### config.mk
export PLATFORM = sky130hd
export DESIGN_NAME = logic_unit_pipe
export DESIGN_NICKNAME = d
export VERILOG_FILES = /design/src/rtl/logic_unit_pkg.sv /design/src/rtl/logic_unit_stage.sv /design/src/rtl/logic_unit_pipe.sv
export SDC_FILE = /design/constraint.sdc
export NUM_CORES = 1
export LEC_CHECK = 0
export ABC_AREA = 1
export CAP_MARGIN = 10
export CELL_PAD_IN_SITES_DETAIL_PLACEMENT = 0
export CELL_PAD_IN_SITES_GLOBAL_PLACEMENT = 1
export CORE_MARGIN = 4
export CORE_UTILIZATION = 33
export DETAILED_ROUTE_END_ITERATION = 10
export PLACE_DENSITY_LB_ADDON = 0.1
export SYNTH_ARGS = -nofsm -noshare
export SYNTH_HDL_FRONTEND = slang
export SYNTH_SLANG_ARGS = --single-unit
### constraint.sdc
create_clock -name clk -period 1.27 [get_ports clk]
set_input_delay 0.254 -clock clk [delete_from_list [all_inputs] [get_ports clk]]
set_output_delay 0.254 -clock clk [all_outputs]
set_load 0.005 [all_outputs]
### src/rtl/logic_unit_pkg.sv
// logic_unit_pkg
//   Shared definitions for the bitwise logic unit and other datapath users.
//   op_e     : 3-bit operation select
//   logic_op : single-bit evaluation of an op_e on (a, b); callers apply it
//              per bit to build wider results.
package logic_unit_pkg;

  typedef enum logic [2:0] {
    OP_AND   = 3'b000,
    OP_NAND  = 3'b001,
    OP_OR    = 3'b010,
    OP_NOR   = 3'b011,
    OP_XOR   = 3'b100,
    OP_XNOR  = 3'b101,
    OP_PASSA = 3'b110,
    OP_NOTA  = 3'b111
  } op_e;

  // b is a don't-care for OP_PASSA / OP_NOTA.
  function automatic logic logic_op(input logic a, input logic b, input op_e op);
    logic r;
    case (op)
      OP_AND:   r = a & b;
      OP_NAND:  r = ~(a & b);
      OP_OR:    r = a | b;
      OP_NOR:   r = ~(a | b);
      OP_XOR:   r = a ^ b;
      OP_XNOR:  r = ~(a ^ b);
      OP_PASSA: r = a;
      default:  r = ~a;
    endcase
    return r;
  endfunction

endpackage

### src/rtl/logic_unit_stage.sv
// logic_unit_stage
//   One valid/data/mode register of the result pipeline.
//   clk, rst     : clock, synchronous active-low reset
//   up_valid/up_data/up_mode : occupant offered by the previous stage
//   down_adv     : next stage can take this stage's occupant this cycle
//   adv          : this stage loads this cycle (empty, or occupant leaving)
//   valid/data/mode : registered occupant
module logic_unit_stage
  import logic_unit_pkg::*;
#(
  parameter int WIDTH = 8
) (
  input  logic             clk,
  input  logic             rst,
  input  logic             up_valid,
  input  logic [WIDTH-1:0] up_data,
  input  logic [2:0]       up_mode,
  input  logic             down_adv,
  output logic             adv,
  output logic             valid,
  output logic [WIDTH-1:0] data,
  output logic [2:0]       mode
);

  // An empty stage always loads, which is what collapses bubbles
  // while later stages stall.
  assign adv = !valid || down_adv;

  always_ff @(posedge clk) begin
    if (!rst) begin
      valid <= 1'b0;
      data  <= '0;
      mode  <= '0;
    end else if (adv) begin
      valid <= up_valid;
      // Payload only loads with a real occupant, so X never walks in.
      if (up_valid) begin
        data <= up_data;
        mode <= up_mode;
      end
    end
  end

endmodule

### src/rtl/logic_unit_pipe.sv
// logic_unit_pipe
//   WIDTH-bit bitwise logic unit followed by a STAGES-deep valid/ready
//   pipeline with bubble collapse, plus a delivered-result counter.
//   clk, rst                 : clock, synchronous active-low reset
//   in_valid/in_ready        : operand handshake
//   in_a, in_b, in_mode      : operands and op select (op_e encoding)
//   out_valid/out_ready      : result handshake
//   out_data, out_mode       : result and the mode it was computed with
//   res_cnt                  : delivered results, wraps modulo 2^CNT_W
module logic_unit_pipe
  import logic_unit_pkg::*;
#(
  parameter int WIDTH  = 8,
  parameter int STAGES = 2,
  parameter int CNT_W  = 16
) (
  input  logic             clk,
  input  logic             rst,
  input  logic             in_valid,
  output logic             in_ready,
  input  logic [WIDTH-1:0] in_a,
  input  logic [WIDTH-1:0] in_b,
  input  logic [2:0]       in_mode,
  output logic             out_valid,
  input  logic             out_ready,
  output logic [WIDTH-1:0] out_data,
  output logic [2:0]       out_mode,
  output logic [CNT_W-1:0] res_cnt
);

  // Index 0 is the input side; index s+1 is the output of stage s.
  logic [STAGES:0]            vld_pipe;
  logic [STAGES:0][WIDTH-1:0] data_pipe;
  logic [STAGES:0][2:0]       mode_pipe;
  // adv[s] = stage s loads; adv[STAGES] is the downstream ready.
  logic [STAGES:0]            adv;
  logic [WIDTH-1:0]           op_res;

  for (genvar i = 0; i < WIDTH; i++) begin : g_bit
    assign op_res[i] = logic_op(in_a[i], in_b[i], op_e'(in_mode));
  end

  assign vld_pipe[0]  = in_valid;
  assign data_pipe[0] = op_res;
  assign mode_pipe[0] = in_mode;
  assign adv[STAGES]  = out_ready;

  for (genvar s = 0; s < STAGES; s++) begin : g_stage
    logic_unit_stage #(.WIDTH(WIDTH)) u_stage (
      .clk      (clk),
      .rst      (rst),
      .up_valid (vld_pipe[s]),
      .up_data  (data_pipe[s]),
      .up_mode  (mode_pipe[s]),
      .down_adv (adv[s+1]),
      .adv      (adv[s]),
      .valid    (vld_pipe[s+1]),
      .data     (data_pipe[s+1]),
      .mode     (mode_pipe[s+1])
    );
  end

  assign in_ready  = adv[0];
  assign out_valid = vld_pipe[STAGES];
  assign out_data  = data_pipe[STAGES];
  assign out_mode  = mode_pipe[STAGES];

  always_ff @(posedge clk) begin
    if (!rst)                        res_cnt <= '0;
    else if (out_valid && out_ready) res_cnt <= res_cnt + CNT_W'(1);
  end

endmodule

; Yosys cells after proc, flatten, opt, wreduce, memory -nomap -nowiden
; Cells that the tools add are included.
[totals]
n_memories = 0
out_inout_bits = 29
latchBits = 0
mem_bits_ro = 0
mem_bits_rw = 0
reg_bits = 40
[op_classes]
div_mod_pow = 0
n_reduce_logical = 8
shift = 0
addsub = 1
multipliers = 0
magnitude_cmp = 0
n_eq_ne = 6
bitwise = 56
mux = 8
[op_table]
columns = operator, count
row1 = $pmux 1 s7, 8
row2 = $not 1->1, 32
row3 = $add 16x1->16 const B, 1
row4 = $eq 3x3->1 const B, 3
row5 = $and 1x1->1, 8
row6 = $or 1x1->1, 8
row7 = $xor 1x1->1, 8
row8 = $eq 3x2->1 const B, 2
row9 = $reduce_and 2->1, 2
row10 = $eq 3x1->1 const B, 1
row11 = $logic_not 3->1, 1
row12 = $logic_not 1->1, 2
row13 = $logic_or 1x1->1, 2
row14 = $logic_and 1x1->1, 1

; Depth between registers and ports, before layout
; Gate-level depths: netlist of run 1.
[depth]
word_depth = 4
ltp_mapped = 9

; Modules after synthesis
; Synthesis of run 1 repeated with hierarchy kept, for this count alone.
[unflattened]
cells_unflattened = 431
area_unflattened_um2 = 2801.4
[modules_own_cells]
columns = mod, n_inst, area_per_inst_um2, seq_area_each_um2, cells_each
row1 = logic_unit_pipe, 1, 1615.3, 320.3, 279
row2 = logic_unit_stage, 2, 593.1, 240.2, 76

; Worst setup path before layout of run 1
; Ideal clock, no wire load.
[synth_path]
path_kind = reg2reg
start = reg g_stage[1].u_stage.valid
end = reg res_cnt[12]
path_slack_ns = -0.009
path_stages_with_launch = 8
setup_ns = 0.113
arrival_ns = 1.165
synth_period_minus_slack_ns = 1.279
path_cell_list = dfxtp_1 nand2_1 inv_1 nand3_2 nor2_2 nand3_1 o21ai_1 nor2_1
[synth_between]
elab_chain_cells = 1
[synth_lines]
columns = element, line
row1 = from (decl), logic_unit_stage.sv:20  ; output logic valid,
row2 = from (signal assigned), logic_unit_stage.sv:35  ; valid <= up_valid;
row3 = $logic_and 1x1->1, logic_unit_pipe.sv:70  ; else if (out_valid && out_ready) res_cnt <= res_cnt + CNT_W'(1);
row4 = to (signal assigned), logic_unit_pipe.sv:70
row5 = to (decl), logic_unit_pipe.sv:28  ; output logic [CNT_W-1:0] res_cnt
; No other way between the ends.
; A chain may end at the register's enable or synchronous reset.

; Final worst setup path of run 1
[layout_path]
start = reg res_cnt[0]
end = reg res_cnt[12]
[layout_between]
elab_chain_cells = 1
[layout_lines]
columns = element, line
row1 = $add 16x1->16, logic_unit_pipe.sv:70
; No other way between the ends.

==> metrics.txt, run 1 <==
outcome complete, no violations; area of the core 0.007767 mm²; required time worst endpoint 1.46 ns; maximum single-stage delay on the critical path 0.33 ns; Multi-input gate area 0.001659 mm²; GRT Util Overall 15.64%; Post-Syn Nets 448; Crit. Startpoint res_cnt[0]$_SDFFE_PN0P_; number of warning messages in the yosys log 0; wire length of the first global-routing pass between 10 and 15 mm; transition at the pin with the smallest max-transition slack 0.2026 ns; average wire per cell in the routed design 11.87 µm; Leak Pwr approximately 0.0021 µW; Skew-Pair Late Insertion Delay 0.29 ns; Non-Filler Cell Area, Final ~0.0041 mm²; GR Overflow Total 0; global placement routability congestion ~0.80; Post-Synthesis Cells a little over 400; worst hold path type in2reg; time the final worst path needs with I/O delays and setup ~1.3 ns; non-filler cells in the finished layout between 600 and 700; met2 wirelength from detailed routing 3.220 mm; number of DRC markers after the initial detailed-route iteration between 100 and 150; complex-gate fraction of the synthesized area 10.88%; maximum level of the CTS H-tree 2; critical path cell sequence buf_4, ha_4, nand3_4, nor2_4, nand3_2, o21ai_1, nor2_1; proportion of synthesized chip area in sequential cells 30.27%; Synth area leaders sky130_fd_sc_hd__dfxtp_1 30%, sky130_fd_sc_hd__nand2_1 12%, sky130_fd_sc_hd__ha_1 8.0%, sky130_fd_sc_hd__nor2_1 7.7%, sky130_fd_sc_hd__inv_1 7.2%; area grow syn2layout 55.35%; nature of the critical path endpoint flip-flop; share of cells above drive strength 1 27.99%; clock input transition at the sequential cells of the worst setup and hold paths 0.08 ns; Die Y-Extent 97.53 µm; ratio of routed vias to standard cells 4.573; TritonCTS clock tree done; worst slew margin relative to its limit between 80% and 90%; IO buf count slightly above 50; highest signal layer in the routed design met4; antenna diode count 0; crit path DAT 1.46 ns; share of Yosys cell area claimed by the top area cell type a little under a third; maximum number of pins on one net before global-route repair 34; antenna viol nets, final 0; dominant delay contributor by cell family on the critical path simple AND/OR/NAND/NOR gates; start-to-end type of the worst setup path reg2reg; number of nets at the end of the flow 557; unrepaired setup endpoints after global routing true; total placed instance area 0.003603 mm²; CP max-delay cell sky130_fd_sc_hd__dfxtp_2; clock buffers created by TritonCTS 5; area of the mapped netlist about 0.0026 mm²; DR pass1 iterations 4; Final Cycle Share 99.57%; Hold Path Origin in_mode[0]; register-to-register setup slack ~0.0055 ns; effective utilization at floorplan around 34%; reg-to-reg critical path startpoint res_cnt[0]$_SDFFE_PN0P_; most area-hungry cell type in the Yosys netlist sky130_fd_sc_hd__dfxtp_1; total length of routed met3 wires between 300 and 400 µm; floorplan row count 32; register bit total from synthesis 40; sequential cell area about 830 µm²; count of final hold-check violations 0; sum of routed wire length over all layers 7.362 mm; areal power density over the cells between 700 and 800 mW/mm²; dominant combinational cell family by area after synthesis simple AND/OR/NAND/NOR gates; number of max-slew violations in the final report 0; via count roughly 2800; Inst Count DP 593; number of remaining DRC errors 0; max-cap viol count 0; adder-cell area share of the yosys netlist roughly 8%; Filler cells ~840; syn avg cell area 6.483 µm²; Clock Sinks 40; vias in the first global route between 2000 and 3000; overall die width approximately 100 µm; maximum achievable frequency approximately 0.79 GHz; final setup fails 0; antenna violations before repair 0; startpoint class of the critical path flip-flop; total I/O pin count 52; wire length the detailed router placed on met1 3.754 mm; Bufs on Longest Clock Path 2; simple-gate area share of the yosys netlist 37.75%; clock root buffer sky130_fd_sc_hd__clkbuf_8; Layout Skew 0.005783 ns; maximum fanout encountered on the critical timing path 4; critical path buffer and inverter count 1; number of distinct library cells after synthesis 23; largest voltage drop on the vdd net 0.3310 mV; die area between 0.009 and 0.01 mm²; half-perimeter wire length after detailed placement 5.493 mm; parity-gate share of the synthesized area counting xor and xnor cells 0%; mux cell area share after synthesis 0%
-- cell usage after synthesis (all sizes together) --
cell type / instances
nand2: 88
nor2: 59
inv: 52
dfxtp: 40
nand3: 38
a21oi: 31
o21ai: 25
buf: 20
ha: 17
nand3b: 17
nand4: 11
clkbuf: 5
nor3: 3
nor3b: 1
o21a: 1
-- timing repair --
action	CTS	global route
gates resized for setup	90	41
buffers inserted	16	1
hold buffers	0	0
setup endpoints to repair	47	24
gates cloned	1	1
pin swaps	15	11
endpoints found under the hold margin	0	0
-- worst register-to-register path: cells and delay by family, from the launching register on --
family	cells	cell delay [ns]
fa+ha+maj	1	0.15
buf+inv	1	0.12
compound gates	1	0.13
flops	1	0.33
simple gates	4	0.43
-- cell families after synthesis --
group / Yosys count
adder cells (fa/ha/maj): 17
buffers and inverters: 77
flip-flops: 40
AND/OR/NAND/NOR: 217
AO/OA/AOI/OAI: 57
-- layer usage --
metal  vias up  GRT usage, %
li1       1526             -
met1      1252         22.95
met2        55         24.35
met3         2         2.369
met4         0         2.875
met5         -             0
-- area by class of cell --
type,count,area share [%]
clock buffer,7,2.345
clock inverter,1,0.7308
inverter,52,4.750
multi-input combinational,291,40.38
sequential,40,20.25
tap,102,3.106
timing repair buffer,127,28.44
-- sequential cells by signal, indices dropped and copies added, names as in the netlist --
register,cells
g_stage.u_stage.mode,6
g_stage.u_stage.data,16
res_cnt,16
g_stage.u_stage.valid,2
-- report_power, final --
part           internal (µW)  switching (µW)  total (µW)
registers               1310            30.3        1340
logic                    364             352         716
clock network            694             465        1160
-- through the flow --
stage	setup TNS, ns	hold slack (ns)	total power, µW	setup WS, ns	util, %
finish	0	0.3808	3214	0.005474	52.90
detailed placement	-12.54	0.4532	2037	-0.4996	46.39
global route	-0.4618	0.3903	3388	-0.1094	52.90
global placement	-12.01	0.4485	2034	-0.4781	46.39
CTS	-0.06644	0.4652	3218	-0.05448	51.24
floorplan	0	0.3924	1720	0.01693	-
-- cell usage in the layout (no fill, tap or decap), types with 5 or more instances in the layout --
| cell | n |
|---|---|
| sky130_fd_sc_hd__buf_4 | 60 |
| sky130_fd_sc_hd__nand4_1 | 11 |
| sky130_fd_sc_hd__inv_1 | 47 |
| sky130_fd_sc_hd__o21ai_1 | 7 |
| sky130_fd_sc_hd__dlymetal6s2s_1 | 5 |
| sky130_fd_sc_hd__nand3_1 | 33 |
| sky130_fd_sc_hd__nand2_1 | 83 |
| sky130_fd_sc_hd__ha_1 | 8 |
| sky130_fd_sc_hd__inv_2 | 5 |
| sky130_fd_sc_hd__dlygate4sd2_1 | 36 |
| sky130_fd_sc_hd__nand3b_1 | 17 |
| sky130_fd_sc_hd__clkbuf_8 | 7 |
| sky130_fd_sc_hd__a21oi_2 | 5 |
| sky130_fd_sc_hd__dfxtp_1 | 19 |
| sky130_fd_sc_hd__clkdlybuf4s15_1 | 6 |
| sky130_fd_sc_hd__buf_6 | 10 |
| sky130_fd_sc_hd__a21oi_1 | 26 |
| sky130_fd_sc_hd__o21ai_0 | 17 |
| sky130_fd_sc_hd__ha_4 | 5 |
| sky130_fd_sc_hd__nor2_1 | 54 |
| sky130_fd_sc_hd__nor2_4 | 5 |
| sky130_fd_sc_hd__dfxtp_2 | 19 |
-- path summary, 6_finish.rpt --
| kind | endpoint | cells after the start |
|---|---|---|
| min reg2reg | g_stage[0].u_stage.data[2]$_SDFFE_PN0P_ | 2 |
| max | res_cnt[12]$_SDFFE_PN0P_ | 7 |
| max reg2reg | res_cnt[12]$_SDFFE_PN0P_ | 7 |
| min | g_stage[0].u_stage.mode[0]$_SDFFE_PN0P_ | 4 |
Power figures use the tool's default switching activity.
==> run 2: changes to the inputs <==
- CORE_UTILIZATION: 33 -> 36
- clock period: 1.27 -> 1.35 ns (I/O delays scaled with it)
==> run 2 against run 1 <==
  * Critical path depth rose by 2
  * Final area down 3.3%
  * Critical endpoint is now g_stage[0].u_stage.data[4]$_SDFFE_PN0P_
  * Utilization is 4.0 points higher
  * Combinational power fell by 9.9%
  * Setup slack improved by 0.038 ns
  * Via count rose by 0.46%
==> metrics.txt, run 2 (synthesis results as in run 1) <==
outcome complete, no violations (unchanged); maximum achievable frequency 0.7656 GHz; overall die width 93.72 µm (was 97.53 µm); count of final hold-check violations 0 (unchanged); start-to-end type of the worst setup path in2reg (was reg2reg); reg-to-reg critical path startpoint res_cnt[2]$_SDFFE_PN0P_ (was res_cnt[0]$_SDFFE_PN0P_); combinational fraction of design power 22.1% (was 22.3%); share of cells above drive strength 1 24.75% (was 27.99%); total I/O pin count 52 (unchanged); antenna diode count 0 (unchanged); total placed instance area 0.003621 mm² (was 0.003603 mm²); Crit. Startpoint in_a[4] (was res_cnt[0]$_SDFFE_PN0P_); GR met2 Demand/Resource 25.19% (was 24.35%); share of power burned in registers 43.2% (was 41.7%); GR Overflow Total 0 (unchanged); met1 capacity usage during global routing 22.81% (was 22.95%); Filler cells 697 (was 838); ratio of routed vias to standard cells 4.707 (was 4.573); top library cells by usage in the layout, fill and taps aside 83 x sky130_fd_sc_hd__nand2_1, 56 x sky130_fd_sc_hd__buf_4, 52 x sky130_fd_sc_hd__nor2_1 (was 83 x sky130_fd_sc_hd__nand2_1, 60 x sky130_fd_sc_hd__buf_4, 54 x sky130_fd_sc_hd__nor2_1); Die Y-Extent 93.72 µm (was 97.53 µm); number of DRC markers after the initial detailed-route iteration 106 (was 114); worst hold path type in2reg (unchanged); antenna violations before repair 0 (unchanged); antenna viol nets, final 0 (unchanged); non-filler cells in the finished layout 605 (was 620); clock buffers created by TritonCTS 5 (unchanged); IO buf count 51 (unchanged); number of max-slew violations in the final report 0 (unchanged); switching power as a share of total power 27.58% (was 26.34%); startpoint class of the critical path input port (was flip-flop); areal power density over the cells 733.8 mW/mm² (was 782.2 mW/mm²); required time worst endpoint 1.54 ns (was 1.46 ns); average wire per cell in the routed design 11.73 µm (was 11.87 µm); GRT Util Overall 16.16% (was 15.64%); vias in the first global route 2506 (was 2704); maximum fanout encountered on the critical timing path 2 (was 4); Inst Count DP 586 (was 593); Bufs on Longest Clock Path 2 (unchanged); effective utilization at floorplan 37.89% (was 34.05%); via count 2848 (was 2835); Leak Pwr 0.002058 µW (was 0.002059 µW); DP Worst Slack -0.4309 ns (was -0.4996 ns); total net switching power 803.7 µW (was 846.7 µW); crit path DAT 1.50 ns (was 1.46 ns); Finished Core Util 56.88% (was 52.90%); Final WS setup 0.04384 ns (was 0.005474 ns); clock root buffer sky130_fd_sc_hd__clkbuf_8 (unchanged); number of remaining DRC errors 0 (unchanged); number of nets at the end of the flow 548 (was 557); wire length of the first global-routing pass 11.36 mm (was 12.60 mm); most frequent standard cell in the layout excluding fill and tap cells sky130_fd_sc_hd__nand2_1 (unchanged); Layout Skew 0.001745 ns (was 0.005783 ns); max-cap viol count 0 (unchanged); area grow syn2layout 50.14% (was 55.35%); Regs by FF count g_stage.u_stage.data (16), res_cnt (16), g_stage.u_stage.mode (6) (unchanged); Clock Sinks 40 (unchanged); time the final worst path needs with I/O delays and setup 1.306 ns; Skew-Pair Late Insertion Delay 0.29 ns (about the same); transition at the pin with the smallest max-transition slack 0.2108 ns (was 0.2026 ns); global route hottest layer met2 (unchanged); total chip power 2914 µW (was 3214 µW); register-to-register setup slack 0.08 ns (was 0.005 ns); global placement routability congestion 0.8009 (was 0.7961); Final Cycle Share 96.75%; clock input transition at the sequential cells of the worst setup and hold paths 0.08 ns (about the same); maximum level of the CTS H-tree 2 (unchanged); routing usage on met3 3.446% (was 2.369%); area of the core 0.006982 mm² (was 0.007767 mm²); sum of routed wire length over all layers 7.097 mm (was 7.362 mm); half-perimeter wire length after detailed placement 5.349 mm (was 5.493 mm); Hold Path Origin in_a[6] (was in_mode[0]); die area 0.008783 mm² (was 0.009512 mm²); final setup fails 0 (unchanged); maximum number of pins on one net before global-route repair 29 (was 34); Post-CTS Hold Buffers 0 (unchanged); total internal power 2111 µW (was 2367 µW); worst slew margin relative to its limit 85.93% (was 86.35%); clock share of power 34.6% (was 36.1%); floorplan row count 30 (was 32); TritonCTS clock tree done (unchanged); DR pass1 iterations 5 (was 4); nature of the critical path endpoint flip-flop (unchanged); largest voltage drop on the vdd net 0.4084 mV (was 0.3310 mV); Non-Filler Cell Area, Final 0.003971 mm² (was 0.004109 mm²)
[run 2: changes by cell type in the layout (fill, tap and decap cells not counted), sizes merged]
cell,change
buf,-7
bufbuf,-1
clkbuf,-4
clkdlybuf4s15,-6
clkdlybuf4s50,+1
clkinvlp,+2
dlygate4sd2,-2
dlymetal6s2s,+8
[run 2: final cells by class]
class	instances	area (µm²)	share of cell area (%)
Clock buffer	5	68.82	1.733
Clock inverter	3	46.29	1.166
Inverter	52	198.9	5.009
Multi-Input combinational cell	291	1615	40.67
Sequential cell	40	829.5	20.89
Tap cell	96	120.1	3.025
Timing Repair Buffer	118	1092	27.50
[run 2: through the flow]
stage / hold slack (ns) / setup TNS, ns
floorplan: 0.4084 / 0
global placement: 0.4506 / -8.183
detailed placement: 0.4544 / -8.647
CTS: 0.4582 / -0.02122
global route: 0.4381 / -0.006545
finish: 0.4075 / 0
[run 2: routing by layer]
metal  share of wire, %  vias to the layer above
met5                  0                        -
met4               0.63                        0
met3                4.9                        4
met2                 45                       56
met1                 50                     1281
li1                   -                     1507
[run 2: power groups by stage]
stage          Combinational (µW)  Sequential [µW]  Clock [µW]
2_1_floorplan                 334             1280           0
3_3_place_gp                  636             1290           0
3_5_place_dp                  642             1290           0
4_1_cts                       629             1260        1050
5_1_grt                       721             1270        1110
6_report                      645             1260        1010
[run 2: timing repair]
| item | in CTS | in global routing |
|---|---|---|
| setup buffers | 11 | 0 |
| endpoints found under the setup margin | 43 | 17 |
| pin swaps | 0 | 21 |
| resized for setup | 62 | 42 |
[run 2: final timing paths]
path,end,depth (start not counted)
worst max-delay path,g_stage[0].u_stage.data[4]$_SDFFE_PN0P_,9
worst min-delay path,g_stage[0].u_stage.data[6]$_SDFFE_PN0P_,5
worst min register to register,g_stage[0].u_stage.data[0]$_SDFFE_PN0P_,2
worst max register to register,res_cnt[15]$_SDFFE_PN0P_,9
[run 2: critical path, stage by stage]
cell	delay (ns)
sky130_fd_sc_hd__clkdlybuf4s50_1	0.47
sky130_fd_sc_hd__inv_1	0.07
sky130_fd_sc_hd__ha_4	0.26
sky130_fd_sc_hd__nand3b_1	0.09
sky130_fd_sc_hd__nand2_1	0.05
sky130_fd_sc_hd__nor2_1	0.08
sky130_fd_sc_hd__nand2_1	0.06
sky130_fd_sc_hd__nand2_1	0.09
sky130_fd_sc_hd__a21oi_2	0.06
==> run 3: changes to the inputs <==
- CAP_MARGIN: 10 -> not set
==> results of run 3 <==
Same layout as run 2: the final DEF is identical, and so are final timing and power.
==> patch: new RTL, flow settings as in run 3 <==
Change the parameter `STAGES` from 2 to 4.
--- a/src/rtl/logic_unit_pipe.sv
+++ b/src/rtl/logic_unit_pipe.sv
@@ -11,7 +11,7 @@
   import logic_unit_pkg::*;
 #(
   parameter int WIDTH  = 8,
-  parameter int STAGES = 2,
+  parameter int STAGES = 4,
   parameter int CNT_W  = 16
 ) (
   input  logic             clk,
Behaviour: not the same (a bounded check fails within 4 cycles, from zero or initial values and one cycle with rst low).
==> patch against run 3 <==
The flow now finishes with violations (negative setup slack). Via count grew 23%. Non-clock buffer count grew 2. Sequential power grew 59%. Sequential cell count grew 24. Power grew 47%. Largest cell class unchanged. Maximum frequency shrank 3.5%. Routed wire length grew 27%. Worst hold slack gained 0.051 ns. Synthesized area grew 30%. Clock power grew 55%. Critical endpoint is now res_cnt[6]. Setup slack lost 0.047 ns. First-iteration DRC count shrank 19%. Design area grew 26%.
==> patch: results (changes against run 3) <==
Logic synthesis:
- Synth top cells by count: 134 x sky130_fd_sc_hd__nor2_1, 78 x sky130_fd_sc_hd__nand2_1, 64 x sky130_fd_sc_hd__dfxtp_1, 64 x sky130_fd_sc_hd__inv_1, 55 x sky130_fd_sc_hd__nand3_1 (was 88 x sky130_fd_sc_hd__nand2_1, 54 x sky130_fd_sc_hd__nor2_1, 51 x sky130_fd_sc_hd__inv_1, 40 x sky130_fd_sc_hd__dfxtp_1, 36 x sky130_fd_sc_hd__nand3_1).
- The adder-cell share of the synthesized area is 0.0621 (was 0.0804).
- The fraction of the mapped netlist area in compound gates is 0.101 (was 0.109).
- Synth top area cells: sky130_fd_sc_hd__dfxtp_1 37%, sky130_fd_sc_hd__nor2_1 15%, sky130_fd_sc_hd__nand2_1 8.5% (was sky130_fd_sc_hd__dfxtp_1 30%, sky130_fd_sc_hd__nand2_1 12%, sky130_fd_sc_hd__ha_1 8.0%).

Worst setup path:
- The worst stage delay on the critical path was 0.37 ns (was 0.47 ns).
- The kind of cell adding the most delay to the critical path is simple AND/OR/NAND/NOR gates (was buffers and inverters).
- The largest fanout on the critical path is 4 (was 2).
- The worst endpoint data arrival time came to 1.62 ns (was 1.50 ns).

Clock tree:
- The clock network latency to the later pin of the worst-skew pair is 0.34 ns (was 0.29 ns).
- The number of H-tree levels came to 3 (was 2).
- The total CTS buffers is 9 (was 5).

Pwr:
- The net load switching power is 1.14 mW (was 804 µW).
- The power share of the clock group is 0.367 (was 0.346).
- The portion of total power attributed to combinational logic is 0.166 (was 0.221).
- The internal portion of total power was 3.14 mW (was 2.11 mW).
- The static leakage was 2.50 nW (was 2.06 nW).

Layout:
- The number of filler instances in the final layout is 923 (was 697).
- The share of layout cells above drive strength 1 is 0.233 (was 0.248).

Place:
- The post-placement cell count is 728 (was 586).
- The half-perimeter wire length of the detailed placement result is 6120 µm (was 5350 µm).

Detailed routing:
- The routed length on met3 came to 205 µm (was 345 µm).
- The routed via count is 3496 (was 2848).
- The detailed-routed wire length on met2 is 4500 µm (was 3160 µm).
- The routed metal-1 wirelength is 4200 µm (was 3550 µm).

Global routing:
- The first-pass GRT wire length was 15200 µm (was 11400 µm).
- The largest net degree at the start of global routing is 26 (was 29).
- The met3 track demand over resource in global routing is 0.0349 (was 0.0345).
- The fraction of met2 tracks used by global routing came to 0.291 (was 0.252).
- The total track usage was 0.165 (was 0.162).

Run status:
- The final reports fail on negative setup slack.
- Outcome: finished, violations left (was finished clean).

Timing:
- The final critical-path setup slack is -0.00339 ns (was 0.0438 ns).
- The count of final setup violators is 1 (was 0).
- The clock skew is 0.00664 ns (was 0.00175 ns).
==> patch: changes by cell type in the layout (fill, tap and decap cells not counted), sizes merged, moves of 7 or more <==
cell,before,now
a21oi,31,24
clkdlybuf4s50,3,11
dfxtp,40,64
inv,52,67
nand2,88,78
nand3,38,55
nand3b,17,0
nand4,11,4
nor2,59,139
o21ai,25,44
==> patch: path summary, 6_finish.rpt <==
| check | slack [ns] | cells after the start | start | to |
|---|---|---|---|---|
| setup / recovery | -0.003 | 8 | res_cnt[0] | res_cnt[6] |
| hold reg to reg | 0.46 | 2 | g_stage[0].u_stage.data[6] | g_stage[0].u_stage.data[6] |
| hold / removal | 0.46 | 2 | g_stage[0].u_stage.data[6] | g_stage[0].u_stage.data[6] |
| setup reg to reg | -0.003 | 8 | res_cnt[0] | res_cnt[6] |
==> patch: layout make-up <==
cell class                 count  share of cell area
clock inverter                 6              0.0122
sequential                    64               0.260
inverter                      67              0.0501
timing repair buffer         120               0.238
multi-input combinational    364               0.383
tap                          129              0.0322
clock buffer                   9              0.0247
